$ cat config.mk
export PLATFORM = sky130hd
export DESIGN_NAME = bus_arbiter2
export DESIGN_NICKNAME = d
export VERILOG_FILES = /design/src/rtl/bus_arbiter2_pkg.sv /design/src/rtl/bus_addr_decode.sv /design/src/rtl/bus_arbiter2.sv
export SDC_FILE = /design/constraint.sdc
export NUM_CORES = 1
export LEC_CHECK = 0
export ABC_CLOCK_PERIOD_IN_PS = 2000
export CORE_AREA = 5 5 167 169
export DETAILED_ROUTE_END_ITERATION = 7
export DIE_AREA = 0 0 172 174
export SLEW_MARGIN = 40
export SYNTH_ARGS = -nofsm -noshare
export SYNTH_HDL_FRONTEND = slang
export SYNTH_SLANG_ARGS = --single-unit
export TNS_END_PERCENT = 1
$ cat constraint.sdc
create_clock -name clk -period 2 [get_ports clk]
set_input_delay 0.2 -clock clk [delete_from_list [all_inputs] [get_ports clk]]
set_output_delay 0.2 -clock clk [all_outputs]
set_load 0.05 [all_outputs]
$ cat src/rtl/bus_arbiter2_pkg.sv
// Shared definitions for the two-master system bus front end:
// default geometry, slave windows and arbiter state encoding.
package bus_arbiter2_pkg;

    localparam int BUS_AW = 16;
    localparam int BUS_DW = 64;

    localparam logic [15:0] BUS_S0_BASE = 16'h0000;
    localparam logic [15:0] BUS_S1_BASE = 16'h0020;
    localparam logic [15:0] BUS_S_MASK  = 16'hFFE0;

    typedef logic [1:0] arb_state_t;

    localparam arb_state_t ST_IDLE = 2'd0;
    localparam arb_state_t ST_GNT0 = 2'd1;
    localparam arb_state_t ST_GNT1 = 2'd2;

endpackage

$ cat src/rtl/bus_addr_decode.sv
// Slave window decode: compares a bus address against the two slave windows.
// Shared with the single-master bus front end.
module bus_addr_decode
    import bus_arbiter2_pkg::*;
#(
    parameter int            AW      = BUS_AW,
    parameter logic [AW-1:0] S0_BASE = BUS_S0_BASE,
    parameter logic [AW-1:0] S1_BASE = BUS_S1_BASE,
    parameter logic [AW-1:0] S_MASK  = BUS_S_MASK
) (
    input  logic          en,
    input  logic [AW-1:0] addr,
    output logic          s0_sel,
    output logic          s1_sel
);

    localparam logic [AW-1:0] WIN_BASE [2] = '{S0_BASE, S1_BASE};

    logic [1:0] hit;

    for (genvar gi = 0; gi < 2; gi++) begin : g_win
        assign hit[gi] = en & ((addr & S_MASK) == WIN_BASE[gi]);
    end

    assign s0_sel = hit[0];
    assign s1_sel = hit[1];

endmodule

$ cat src/rtl/bus_arbiter2.sv
// Two-master bus front end: hold-until-release arbitration with bounded
// tenure, slave-side mux, window decode and one-cycle read return.
module bus_arbiter2
    import bus_arbiter2_pkg::*;
#(
    parameter int            AW       = BUS_AW,
    parameter int            DW       = BUS_DW,
    parameter logic [AW-1:0] S0_BASE  = BUS_S0_BASE,
    parameter logic [AW-1:0] S1_BASE  = BUS_S1_BASE,
    parameter logic [AW-1:0] S_MASK   = BUS_S_MASK,
    parameter int            HOLD_MAX = 8
) (
    input  logic          clk,
    input  logic          reset_n,
    input  logic          m0_req,
    input  logic          m1_req,
    input  logic          m0_wr,
    input  logic          m1_wr,
    input  logic [AW-1:0] m0_addr,
    input  logic [AW-1:0] m1_addr,
    input  logic [DW-1:0] m0_dout,
    input  logic [DW-1:0] m1_dout,
    input  logic [DW-1:0] s0_dout,
    input  logic [DW-1:0] s1_dout,
    output logic          m0_grant,
    output logic          m1_grant,
    output logic [DW-1:0] m_din,
    output logic          s0_sel,
    output logic          s1_sel,
    output logic [AW-1:0] s_addr,
    output logic          s_wr,
    output logic [DW-1:0] s_din
);

    localparam int            HW         = (HOLD_MAX > 1) ? $clog2(HOLD_MAX) : 1;
    localparam logic [HW-1:0] HOLD_LAST  = (HOLD_MAX > 0) ? HW'(HOLD_MAX - 1) : '0;
    localparam logic          PREEMPT_EN = (HOLD_MAX != 0);

    arb_state_t    state_reg, state_next;
    logic [HW-1:0] hold_cnt_reg, hold_cnt_next;
    logic [1:0]    rd_sel_reg, rd_sel_next;
    logic          tenure_up;

    assign tenure_up = PREEMPT_EN && (hold_cnt_reg == HOLD_LAST);

    // Holder keeps the bus while requesting unless its tenure has expired
    // and the other master is waiting; switches go master-to-master directly.
    always_comb begin
        state_next = state_reg;
        case (state_reg)
            ST_IDLE: begin
                if (m0_req)      state_next = ST_GNT0;
                else if (m1_req) state_next = ST_GNT1;
            end
            ST_GNT0: begin
                if (tenure_up && m1_req) state_next = ST_GNT1;
                else if (m0_req)         state_next = ST_GNT0;
                else if (m1_req)         state_next = ST_GNT1;
                else                     state_next = ST_IDLE;
            end
            ST_GNT1: begin
                if (tenure_up && m0_req) state_next = ST_GNT0;
                else if (m1_req)         state_next = ST_GNT1;
                else if (m0_req)         state_next = ST_GNT0;
                else                     state_next = ST_IDLE;
            end
            default: state_next = ST_IDLE;
        endcase
    end

    always_comb begin
        hold_cnt_next = hold_cnt_reg;
        if (state_next != state_reg || state_next == ST_IDLE) begin
            hold_cnt_next = '0;
        end else if (hold_cnt_reg != HOLD_LAST) begin
            hold_cnt_next = hold_cnt_reg + HW'(1);
        end
    end

    assign m0_grant = (state_reg == ST_GNT0);
    assign m1_grant = (state_reg == ST_GNT1);

    always_comb begin
        s_addr = '0;
        s_wr   = 1'b0;
        s_din  = '0;
        case (state_reg)
            ST_GNT0: begin
                s_addr = m0_addr;
                s_wr   = m0_wr;
                s_din  = m0_dout;
            end
            ST_GNT1: begin
                s_addr = m1_addr;
                s_wr   = m1_wr;
                s_din  = m1_dout;
            end
            default: ;
        endcase
    end

    bus_addr_decode #(
        .AW      (AW),
        .S0_BASE (S0_BASE),
        .S1_BASE (S1_BASE),
        .S_MASK  (S_MASK)
    ) u_decode (
        .en     (m0_grant | m1_grant),
        .addr   (s_addr),
        .s0_sel (s0_sel),
        .s1_sel (s1_sel)
    );

    // Remembers which slave a read went to, so data is steered correctly
    // even after the grant has moved to the other master.
    assign rd_sel_next = {s1_sel & ~s_wr, s0_sel & ~s_wr};

    always_comb begin
        m_din = '0;
        if (rd_sel_reg[0])      m_din = s0_dout;
        else if (rd_sel_reg[1]) m_din = s1_dout;
    end

    always_ff @(posedge clk) begin
        if (!reset_n) begin
            state_reg    <= ST_IDLE;
            hold_cnt_reg <= '0;
            rd_sel_reg   <= '0;
        end else begin
            state_reg    <= state_next;
            hold_cnt_reg <= hold_cnt_next;
            rd_sel_reg   <= rd_sel_next;
        end
    end

endmodule

Word level (Yosys, flattened, before mapping) --
Index checks and enable logic that the tools add are counted. Widths: inputs -> output; s select.
Word-level totals: register bits 7, output and inout port bits 149, memories kept 0, latch bits 0, input port bits 294, logic and storage cells 38, bits in read-only memories 0, memory bits (writable) 0
Cells by class: add/subtract/negate cells 1, shift-type cells 0, muxes and demuxes 14, $mul 0, reductions and logical operators 7, bitwise operators 7, $lt $le $gt $ge 0, div/mod/pow operators 0, eq/ne operators 6
Operators with widths (count):
- $mux 64 | 2
- $pmux 64 s2 | 1
- $pmux 16 s2 | 1
- $logic_not 16->1 | 1
- $mux 2 | 7
- $eq 11x1->1 const B | 1
- $pmux 2 s3 | 1
- $and 1x1->1 | 4
- $logic_not 2->1 | 2
- $add 3x1->3 const B | 1
- $eq 3x3->1 const B | 1
- $ne 3x3->1 const B | 1
- $eq 2x1->1 const B | 1
- $eq 2x2->1 const B | 1
- $logic_and 1x1->1 | 2
- $ne 2x2->1 | 1
- $not 1->1 | 2
- $pmux 1 s2 | 1
- $reduce_or 2->1 | 1
- $logic_or 1x1->1 | 1
- $mux 1 | 1
- $or 1x1->1 | 1

Longest topological paths before layout --
word-level depth 7, mapped depth 8, depth with buffers taken out 7

By module --
Synthesis repeated with hierarchy kept, for this count alone.
Second synthesis, totals: cells, all modules 324, area, all modules 2342.2 sq um
By module, submodules not included:
- bus_arbiter2 | times used 1, cells an instance 318, sequential area each 140.1 sq um, area an instance 2297.2 sq um
- bus_addr_decode | times used 1, cells an instance 6, sequential area each 0.0 sq um, area an instance 45.0 sq um

Worst setup path after synthesis --
Ideal clock, no wire load.
path type register -> output, from register state_reg[1], to output s0_sel, arrival 3019 ps, cell stages (with the launch flop) 9, setup slack -1219 ps, buffers on the path 1, data required time 1800 ps, cells stage by stage dfxtp_1 -> inv_1 -> ha_1 -> buf_6 -> a22oi_2 -> nor2_1 -> or4_1 -> or3_4 -> nor2_1
Between the ends: word-level cells in the longest chain between the ends 4
Ends and longest elaborated chain:
- start: declaration | RTL line bus_arbiter2.sv:39 | arb_state_t state_reg, state_next;
- start signal: assignment | RTL line bus_arbiter2.sv:130 | state_reg <= state_next;
- $eq 2x1->1 | RTL line bus_arbiter2.sv:80 | assign m0_grant = (state_reg == ST_GNT0);
- via m0_grant | RTL line bus_arbiter2.sv:25 | output logic m0_grant,
- $pmux 16 s2 | RTL line bus_arbiter2.sv:87 | case (state_reg)
- via s_addr[12] | RTL line bus_arbiter2.sv:30 | output logic [AW-1:0] s_addr,
- $logic_not 16->1 | RTL line bus_addr_decode.sv:22 | assign hit[gi] = en & ((addr & S_MASK) == WIN_BASE[gi]);
- $and 1x1->1 | RTL line bus_addr_decode.sv:22
- end: declaration | RTL line bus_arbiter2.sv:28 | output logic s0_sel,
The timed path passes the listed nets, and every way through them passes these cells.

Final worst setup path --
from register state_reg[0], to output s1_sel
Between the ends: word-level cells in the longest chain between the ends 4
Ends and longest elaborated chain:
- $eq 2x2->1 or $eq 2x1->1 (tied branches) | RTL line bus_arbiter2.sv:81, bus_arbiter2.sv:87, bus_arbiter2.sv:80
- $pmux 16 s2 | RTL line bus_arbiter2.sv:87
- $eq 11x1->1 | RTL line bus_addr_decode.sv:22
- $and 1x1->1 * | RTL line bus_addr_decode.sv:22
- end: declaration | RTL line bus_arbiter2.sv:29 | output logic s1_sel,
Every way passes the cells marked *; elsewhere a longest branch is shown, timed or not.

==> results by group <==
Timing
  – Worst Skew: 0.4810 ps
  – Setup Viol. Count Final: slightly above 70
  – Fmax: ~0.38 GHz
  – Final Critical Period: ~2600 ps
  – Hold slack final: 552.9 ps
  – Pins Over Slew Limit: 0
  – Tcrit/Tclk final: 130.9%
  – RSZ-0062 raised after global routing: true
  – Tightest Pin Transition: 653.4 ps
  – PnR worst setup slack: -618.8 ps
  – Max-slew headroom at the worst pin: 56.44%
  – Final hold vios: 0

Setup path
  – Start point of the critical path: state_reg[0]$_SDFF_PN0_
  – CP max FO: 6
  – R2R Path Start: state_reg[0]$_SDFF_PN0_
  – Worst Path Required: approximately 1800 ps
  – Worst path arrival time: 2420 ps
  – Crit end category: output port
  – Crit start category: flip-flop
  – Reg2Reg Depth: 9
  – WS Path Type: reg2out
  – Reg2Reg Capture Point: rd_sel_reg[0]$_SDFF_PN0_
  – Reg2Reg Setup Slack: -320 ps

Die
  – Die area: 0.02993 mm2
  – Core ar.: 0.02643 mm2
  – Initial Util: 8.120%
  – Die W: 172 um
  – # rows: 60
  – I/O pins: around 440
  – Die Height: 174 um

Route
  – DR vias/cell: 4.148
  – Post-route ant nets: 0
  – Vias after detailed routing: 4633
  – # DRC: 0
  – 1st-pass router iterations: 5
  – Drt total wl: 23420 um
  – Initial DRC count: 247
  – Wire length per cell: approximately 21 um

Synth
  – Sequential element share of the synthesized area: 6.531%
  – Syn avg cell area: 6.562 um2
  – Synth cell count leaders: 87 x nor2_1, 79 x a22oi_1, 63 x a22o_1
  – Yosys warnings: 0
  – Mapped Nets: between 600 and 700
  – Top-count cell post-synth: nor2_1
  – #FFs+latches synth: 7
  – Post-Synthesis Cells: 327
  – Netlist cell types: 29
  – Synth Cell Area: approximately 0.0021 mm2
  – Post-synth ARST share: 0%
  – Post-synth EDFFs: 0
  – Area leader, netlist: a22oi_1
  – Synth top area share: 27.64%
  – Predominant post-synthesis flop cell: dfxtp_1
  – Top cells by area, synth: a22oi_1 28%, a22o_1 26%, nor2_1 15%

Worst hold path
  – Hold Crit Depth: 3
  – Hold_sp: hold_cnt_reg[0]$_SDFFE_PP0P_
  – WHS Endpoint: hold_cnt_reg[0]$_SDFFE_PP0P_
  – Worst Hold Class: reg2reg

Global routing
  – GRT Util Overall: 14.16%
  – Met1 usage: roughly 16%
  – Global route hottest layer: met2
  – Gr ovfl total: 0
  – Vias in the first global route: approximately 4800
  – Initial antenna violation count: 13
  – Global-route met3 utilization: 4.389%
  – Largest net degree at the start of global routing: 68
  – Grt met2 use: 25.83%
  – First-pass GRT wire length: 31570 um

Placed design
  – Dpl cells: 1109
  – Port buffer count: 442
  – Gpl congestion: roughly 0.83
  – Post-DP HPWL: 21340 um

Finish
  – Share of layout cells above drive strength 1: 30.14%
  – Final cell count without fillers: 1117
  – Fin util: 30.89%
  – Final nets: 1074
  – Max FFs per register: 3
  – Layout area overhead: 280.5%

Clocking
  – Clock Tree Buf Depth: 2
  – CTS tree: yes
  – # H-tree levels: 1
  – CTS Root Cell: clkbuf_16
  – Clock Pin Slew Worst Setup and Hold Paths: 40 ps
  – # clock sinks: 7
  – Worst-Skew Late Latency: 230 ps
  – Cts bufs inserted: 3

Power
  – PwrDens: around 340 mW/mm2
  – Worst VDD drop: 0.0002049 V
  – Leak pwr: 0.003090 uW

Status
  – Outcome: finished, violations left
  – Failing checks: setup timing

Flow run
  – MaxCap Viol Count: 0
## worst max-delay path: stages, from the launching register on
cell	delay [ps]
dfxtp_2	310
buf_4	150
ha_4	190
buf_4	150
a22oi_2	160
nor2_2	50
or4_4	480
or3_4	420
nor2_4	120
buf_12	140
## cell families after synthesis
logic type	share of synthesized area, %
adders and majority gates	3.498
AOI/OAI and AO/OA	59.94
buffers and inverters	8.922
and+or+nand+nor	20.70
xor gates and xnor gates	0.4082
DFF	6.530
## through the flow
stage | setup WS (ps) | TNS, ps | power [uW] | area [um2]
2_1_floorplan | -511.0 | -30430 | 1095 | 2266
3_3_place_gp | -399.7 | -7728 | 2387 | 8023
3_5_place_dp | -407.7 | -8884 | 2395 | 8023
4_1_cts | -642.9 | -24470 | 2757 | 8112
5_1_grt | -682.9 | -16840 | 2869 | 8159
6_report | -618.8 | -9344 | 2752 | 8164
## metal layers
metal  wire length [um]  vias up
met1               8815     2129
met3               2683       20
met4                261        6
met2              11610      315
li1                   -     2163
met5                 46        -
## layout make-up
class                           count  area, um2
Sequential cell                     7      143.9
Inverter                            6      25.02
Clock buffer                        4      78.83
Multi-Input combinational cell    273       1973
Timing Repair Buffer              482       5502
Tap cell                          341      426.7
Antenna cell                        3      7.507
Fill cell                        2719      18260
Timing Repair inverter              1      7.507
## repair_timing
item / in CTS / in global routing
resized for setup: 1 / 9
hold buffers: 0 / 0
gates cloned: 1 / 0
pin swaps: 0 / 0
setup endpoints to repair: 70 / 78
buffers inserted: 0 / 0
## worst max-delay path by stage
stage	depth (start not counted)	endpoint	slack (ps)
3_5_place_dp	8	s1_sel	-410
6_report	9	s1_sel	-620
4_1_cts	8	s1_sel	-640
2_1_floorplan	7	s0_sel	-510
3_3_place_gp	8	s1_sel	-400
5_1_grt	9	s1_sel	-680
## where the power goes
group / internal [uW] / switching, uW / leakage, uW
clock: 266 / 80.4 / 0.0000382
sequential: 149 / 4.67 / 0.0000582
combinational: 1160 / 1090 / 0.00299
## cell usage in the layout (no fill, tap or decap), types with 2 or more instances in the layout
| master | netlist | routed |
|---|---|---|
| clkdlybuf4s50_1 | 0 | 293 |
| buf_4 | 0 | 95 |
| buf_12 | 0 | 91 |
| a22oi_1 | 79 | 75 |
| nor2_1 | 87 | 65 |
| a22o_1 | 63 | 63 |
| nor2_2 | 0 | 16 |
| a22oi_2 | 3 | 7 |
| nor2_4 | 0 | 6 |
| inv_1 | 5 | 5 |
| nand2b_1 | 5 | 5 |
| nand2_1 | 5 | 5 |
| dfxtp_1 | 7 | 4 |
| diode_2 | 0 | 3 |
| o21ai_0 | 3 | 3 |
| nor3_1 | 3 | 3 |
| o211ai_1 | 3 | 3 |
| ha_4 | 0 | 3 |
| ha_1 | 6 | 3 |
| clkbuf_16 | 0 | 3 |
| buf_6 | 2 | 3 |
| dfxtp_2 | 0 | 3 |
| a21o_1 | 2 | 2 |
| nor4_1 | 2 | 2 |
Power figures use the tool's default switching activity.
